File: src/rtl/pio_regbus_arbiter.sv
// Two-port req/gnt/done arbiter sharing the PIO control register file's single access port.
// Optional address range/alignment checking is compiled in with `define PIO_REGBUS_ADDR_CHECK_EN.
module pio_regbus_arbiter #(
  parameter int ADDR_W     = 9,
  parameter int DATA_W     = 32,
  parameter int FIXED_PRIO = 0
) (
  input  logic                   clk,
  input  logic                   rst_n,
  input  logic [1:0]             req,
  input  logic [1:0]             we,
  input  logic [1:0][ADDR_W-1:0] addr,
  input  logic [1:0][DATA_W-1:0] wdata,
  output logic [1:0]             gnt,
  output logic [1:0]             done,
  output logic [DATA_W-1:0]      rdata,
  output logic [1:0]             err,
  output logic [ADDR_W-1:0]      rf_write_addr,
  output logic [DATA_W-1:0]      rf_data_in,
  output logic                   rf_write_en,
  output logic [ADDR_W-1:0]      rf_read_addr,
  input  logic [DATA_W-1:0]      rf_data_out
);

  typedef enum logic [1:0] {IDLE, ISSUE, RESP} state_t;

  state_t state;
  logic   last_ptr;
  logic   cur_we;
  logic   cur_bad;
  logic   winner;
  logic   win_bad;

  // On a tie the port that was not granted last wins, unless port 0 is pinned as the winner.
  always_comb begin
    winner = 1'b0;
    if (req == 2'b10) begin
      winner = 1'b1;
    end else if (req == 2'b11) begin
      winner = (FIXED_PRIO != 0) ? 1'b0 : ~last_ptr;
    end
  end

`ifdef PIO_REGBUS_ADDR_CHECK_EN
  localparam logic [ADDR_W-1:0] ADDR_MAX = ADDR_W'(9'h140);
  assign win_bad = (addr[winner][1:0] != 2'b00) || (addr[winner] > ADDR_MAX);
`else
  assign win_bad = 1'b0;
`endif

  always_comb begin
    gnt = 2'b00;
    if (rst_n && (state == IDLE) && (req != 2'b00)) begin
      gnt[winner] = 1'b1;
    end
  end

  // last_ptr doubles as the owner of the in-flight transaction.
  always_ff @(posedge clk or negedge rst_n) begin
    if (!rst_n) begin
      state         <= IDLE;
      last_ptr      <= 1'b1;
      cur_we        <= 1'b0;
      cur_bad       <= 1'b0;
      done          <= 2'b00;
      err           <= 2'b00;
      rdata         <= '0;
      rf_write_addr <= '0;
      rf_data_in    <= '0;
      rf_write_en   <= 1'b0;
      rf_read_addr  <= '0;
    end else begin
      done        <= 2'b00;
      err         <= 2'b00;
      rf_write_en <= 1'b0;
      case (state)
        IDLE: begin
          if (req != 2'b00) begin
            last_ptr      <= winner;
            cur_we        <= we[winner];
            cur_bad       <= win_bad;
            rf_write_addr <= addr[winner];
            rf_data_in    <= wdata[winner];
            if (!win_bad) begin
              rf_read_addr <= addr[winner];
            end
            rf_write_en   <= we[winner] & ~win_bad;
            state         <= ISSUE;
          end
        end
        ISSUE: begin
          rdata          <= (cur_we || cur_bad) ? '0 : rf_data_out;
          done[last_ptr] <= 1'b1;
          err[last_ptr]  <= cur_bad;
          state          <= RESP;
        end
        RESP: begin
          state <= IDLE;
        end
        default: begin
          state <= IDLE;
        end
      endcase
    end
  end

endmodule

File: config.mk
export PLATFORM = sky130hd
export DESIGN_NAME = pio_regbus_arbiter
export DESIGN_NICKNAME = d
export VERILOG_FILES = /design/src/rtl/pio_regbus_arbiter.sv
export SDC_FILE = /design/constraint.sdc
export NUM_CORES = 1
export LEC_CHECK = 0
export ABC_CLOCK_PERIOD_IN_PS = 4800
export CORE_AREA = 2 2 71 140
export DETAILED_ROUTE_END_ITERATION = 8
export DIE_AREA = 0 0 73 142
export PLACE_DENSITY = 0.84
export SYNTH_ARGS = -nofsm -noshare
export SYNTH_HDL_FRONTEND = slang
export SYNTH_SLANG_ARGS = --single-unit
File: constraint.sdc
create_clock -name clk -period 4.8 [get_ports clk]
set_input_delay 0.72 -clock clk [delete_from_list [all_inputs] [get_ports clk]]
set_output_delay 0.72 -clock clk [all_outputs]
set_load 0.05 [all_outputs]
# After elaboration in Yosys (flattened, before gate mapping)
# Index checks and enable logic that the tools add are counted.
[word_totals]
ff_bits = 80
out_inout_bits = 89
elab_cells = 43
[classes]
order_cmp = 4
n_eq_ne = 4
mux = 19
bitwise_logic = 1
n_reduce_logical = 7
[ops]
columns = ["op", "count"]
rows = [
  ["$mux 32", 3],
  ["$mux 9", 2],
  ["$mux 1", 8],
  ["$mux 2", 3],
  ["$eq 2x2->1 const B", 2],
  ["$logic_and 1x1->1", 4],
  ["$lt 1x2->1 const B", 2],
  ["$pmux 2 s2", 1],
  ["$demux 1 s1", 2],
  ["$eq 2x1->1 const B", 1],
  ["$ge 1x1->1 const B", 2],
  ["$logic_not 2->1", 1],
  ["$ne 2x1->1 const B", 1],
  ["$reduce_and 2->1", 1],
  ["$reduce_bool 2->1", 1],
  ["$not 1->1", 1],
]

# Logic depth before layout (Yosys ltp)
[logic_depth]
depth_word = 8
mapped_depth = 5
ltp_nobuf = 3

# Least setup slack after synthesis
# Ideal clock, no wire load.
[synth_path]
path_type = "in2out"
startpoint = "input port req[1]"
endpoint = "output port gnt[1]"
arrival_time_ns = 1.854
t_required_ns = 4.080
slack_ns = 2.226
stages = 4
path_cell_list = "a21bo_1 > buf_6 > buf_12 > nor2_1"
[synth_via]
elab_chain_cells = 8
[synth_rtl]
columns = ["item", "line_no", "source"]
rows = [
  ["start, declared", "10", "input logic [1:0] req,"],
  ["$eq 2x2->1", "39", "end else if (req == 2'b11) begin"],
  ["$mux 1", "39", ""],
  ["$mux 1", "37", "if (req == 2'b10) begin"],
  ["$lt 1x2->1 (implied by the code) or $ge 1x1->1 (tied branches)", "54", "gnt[winner] = 1'b1;"],
  ["$logic_and 1x1->1 (implied by the code)", "54", ""],
  ["$mux 1 (implied by the code)", "54", ""],
  ["$demux 1 s1", "54", ""],
  ["$mux 2 *", "53", "if (rst_n && (state == IDLE) && (req != 2'b00)) begin"],
  ["end, declared", "14", "output logic [1:0] gnt,"],
]
# Every way passes the cells marked *; elsewhere a longest branch is shown, timed or not.

# Worst setup path in the final report
[layout_path]
startpoint = "input port req[0]"
endpoint = "output port gnt[0]"
# Same word-level chain as after synthesis.

==> key figures <==
Timing
  – Slew of the pin with the lowest slew margin: 985 ps
  – Final clock skew: 8.01 ps
  – Slew margin rel.: 0.344
  – Final TNS setup: 0 ps
  – Min Tclk post-route: 3350 ps
  – Period utilization: 0.698
  – # setup viols final: 0
  – Hold Violations, Final: 0
  – RSZ-0062 raised after global routing: no
  – Slew Limit Fails: 0
  – F_max: 298 MHz
  – WHS: 190 ps

Yosys
  – Dominant synthesized flop cell: dfrtp_1
  – Cells after Synth: 306
  – EDFF count, synth: 0
  – Post-synthesis compound-gate area fraction: 0.0483
  – Post-synth top area share: 0.505
  – Post-Synth Simple-Gate Area: 0.0717
  – Register area share after synthesis: 0.512
  – Ys Warns: 0
  – Cell Area, Synth: 0.00391 sq mm
  – Post-Synth Adder-Cell Area: 0
  – Synth area leader: dfrtp_1
  – #FFs+latches synth: 80
  – Synth top area cells: dfrtp_1 (51%), mux2_4 (26%), nand2_1 (6.2%)
  – Post-synth ARST share: 1.00
  – Avg Cell Area, Syn: 12.8 sq um
  – Combinational family with the most area after synthesis: multiplexers
  – Cell variety after synth: 25
  – Most frequent cells after synthesis: dfrtp_1 (79), mux2_4 (68), nand2_1 (65)
  – Most common cell in the synthesized netlist: dfrtp_1
  – Post-Synth XOR/XNOR Area: 0
  – Mux contribution to synthesized area: 0.306

Placed design
  – Port Buffer Count: 206
  – Final HPWL DP: 7.93 mm
  – Routability cong.: 0.845

Die
  – Core area: 0.00932 sq mm
  – Total die area: 0.0104 sq mm
  – Ports: 209
  – Die extent in y: 142 um
  – Num rows: 50
  – Die W: 73 um
  – Starting Density: 0.420

Power and ir drop
  – PwrDens: 801 mW/mm^2
  – Combinational Power Share: 0.629
  – Power share of the clock group: 0.125
  – Sequential share of power: 0.247
  – Peak supply drop: 0.435 mV
  – Int Power: 2.56 mW
  – Lkg Pwr: 2.76 nW
  – NetSw: 2.39 mW
  – Switching part of the total: 0.484

Route
  – Initial detailed-routing violation count: 180
  – WL final: 10.3 mm
  – Total number of vias: 2983
  – DRT Pass-1 Iters: 4
  – Routed Antenna Nets: 0
  – Drt via density: 4.92
  – Drc violations: 0
  – Post-DR wirelength/cell: 17.1 um

CTS
  – Post-CTS Setup Bufs: 0
  – Clk sink count: 80
  – Cts repair resizes: 0
  – Hold_buf cts: 0
  – Clock latency on the worst-skew pair: 330 ps
  – CTS Root Cell: clkbuf_16
  – CTS Buffer Depth: 2
  – CTS buffer count: 9
  – Max H-tree Level: 3
  – CTS tree: yes
  – CTS clk-pin slew, worst paths: 60 ps

Layout
  – Fraction of layout cells with a size suffix above 1: 0.210
  – Final #Nets: 616
  – Multi-input gate area: 0.00168 sq mm
  – Filler cells: 681
  – Area growth syn-to-layout: 58.0%
  – Storage element area: 0.00200 sq mm

Setup path
  – R2r startpoint: last_ptr
  – FF-to-FF setup slack: 2530 ps
  – Crit-path max cell delay: 830 ps
  – Startpoint Class: primary input
  – CP max stage cell: clkdlybuf4s50_1
  – Reg2Reg Capture Point: rf_read_addr[8]
  – Crit path capture type: output port
  – Most common cell on crit path: clkdlybuf4s50_1
  – Worst r2r path cells: 4
  – WP data required: 4080 ps
  – Critical path cell sequence: clkdlybuf4s50_1, a21bo_2, and3_1, clkdlybuf4s50_1
  – CP Max Fanout: 10
  – Buf/Inv on CP: 2
  – CP arrival: 2630 ps
  – CP Class: primary input to output port
  – Cell family with most CP delay: buffers and inverters

Run status
  – Outcome: finished, final reports clean

Global routing
  – Vias in the first global route: 3123
  – Global route overflow: 0
  – Initial antenna violation count: 1
  – Largest net degree at the start of global routing: 78
  – First-pass GRT wire length: 15.9 mm
  – GR Util All Layers: 0.201

Job
  – Maxcap violations: 0

Min path
  – Hold Path Class: primary input to async pin
==> flip-flops by register name (all words and copies together) (netlist names) <==
register and count:
rf_data_in 32, cur_we 1, state 2, rf_read_addr 9, rdata 32, done 2, last_ptr 1, rf_write_en 1
==> power by group through the flow <==
stage	clock network, mW	registers, mW	logic, mW
after floorplan	0	2.34	1.05
after global placement	0	1.21	3.08
after detailed placement	0	1.23	3.13
after CTS	0.635	1.22	3.14
after global routing	0.672	1.26	3.25
final	0.618	1.22	3.11
==> cell type report <==
type,count,share of cell area
flip-flops and latches,80,0.324
diodes,1,0.000405
clock buffers,11,0.0393
repair buffers,209,0.337
clock inverters,5,0.00526
inverters,2,0.00121
well taps,104,0.0211
multi-input cells,194,0.272
==> worst register-to-register path: cells and delay by family, from the launching register on <==
kind	cells	cell delay, ps
multiplexers	2	690
AO/OA/AOI/OAI	1	340
buffers and inverters	1	570
flip-flops	1	570
==> per-stage QoR <==
step	instances	total power, mW	worst slack (ps)	instance area, sq um	util
CTS	605	5.00	1450	6180	0.663
floorplan	307	3.39	2230	3920	-
global placement	589	4.29	1490	5900	0.633
detailed placement	589	4.36	1460	5900	0.633
global route	606	5.18	1390	6180	0.663
finish	606	4.95	1450	6180	0.663
==> per-layer routing <==
metal,GRT usage,share of wire,up-vias
met3,0.0418,0.045,40
met4,0.126,0.055,0
met1,0.207,0.35,1408
li1,-,-,1398
met2,0.358,0.55,137
met5,0,0,-
==> worst max path at each step <==
stage	startpoint	end	slack [ps]	cells past startpoint
floorplan	req[1]	gnt[1]	2230	4
global placement	req[0]	gnt[0]	1490	4
detailed placement	req[0]	gnt[0]	1460	4
CTS	req[0]	gnt[0]	1450	4
global route	req[0]	gnt[0]	1390	4
finish	req[0]	gnt[0]	1450	4
==> cell usage in the layout, fill, tap and decap left out, drive strengths merged, types with 3 or more instances in the layout <==
| cell type | instances |
|---|---|
| clkdlybuf4s50 | 205 |
| mux2 | 82 |
| buf | 4 |
| nand2 | 65 |
| nor2 | 3 |
| dfrtp | 79 |
| clkbuf | 11 |
| o21ai | 32 |
| clkinvlp | 3 |
==> kinds of logic after synthesis <==
| group | after synthesis |
|---|---|
| AOI/OAI and AO/OA | 36 |
| buffers and inverters | 33 |
| DFF | 80 |
| muxes | 84 |
| other | 1 |
| and+or+nand+nor | 72 |
(Power assumes the default switching activity.)
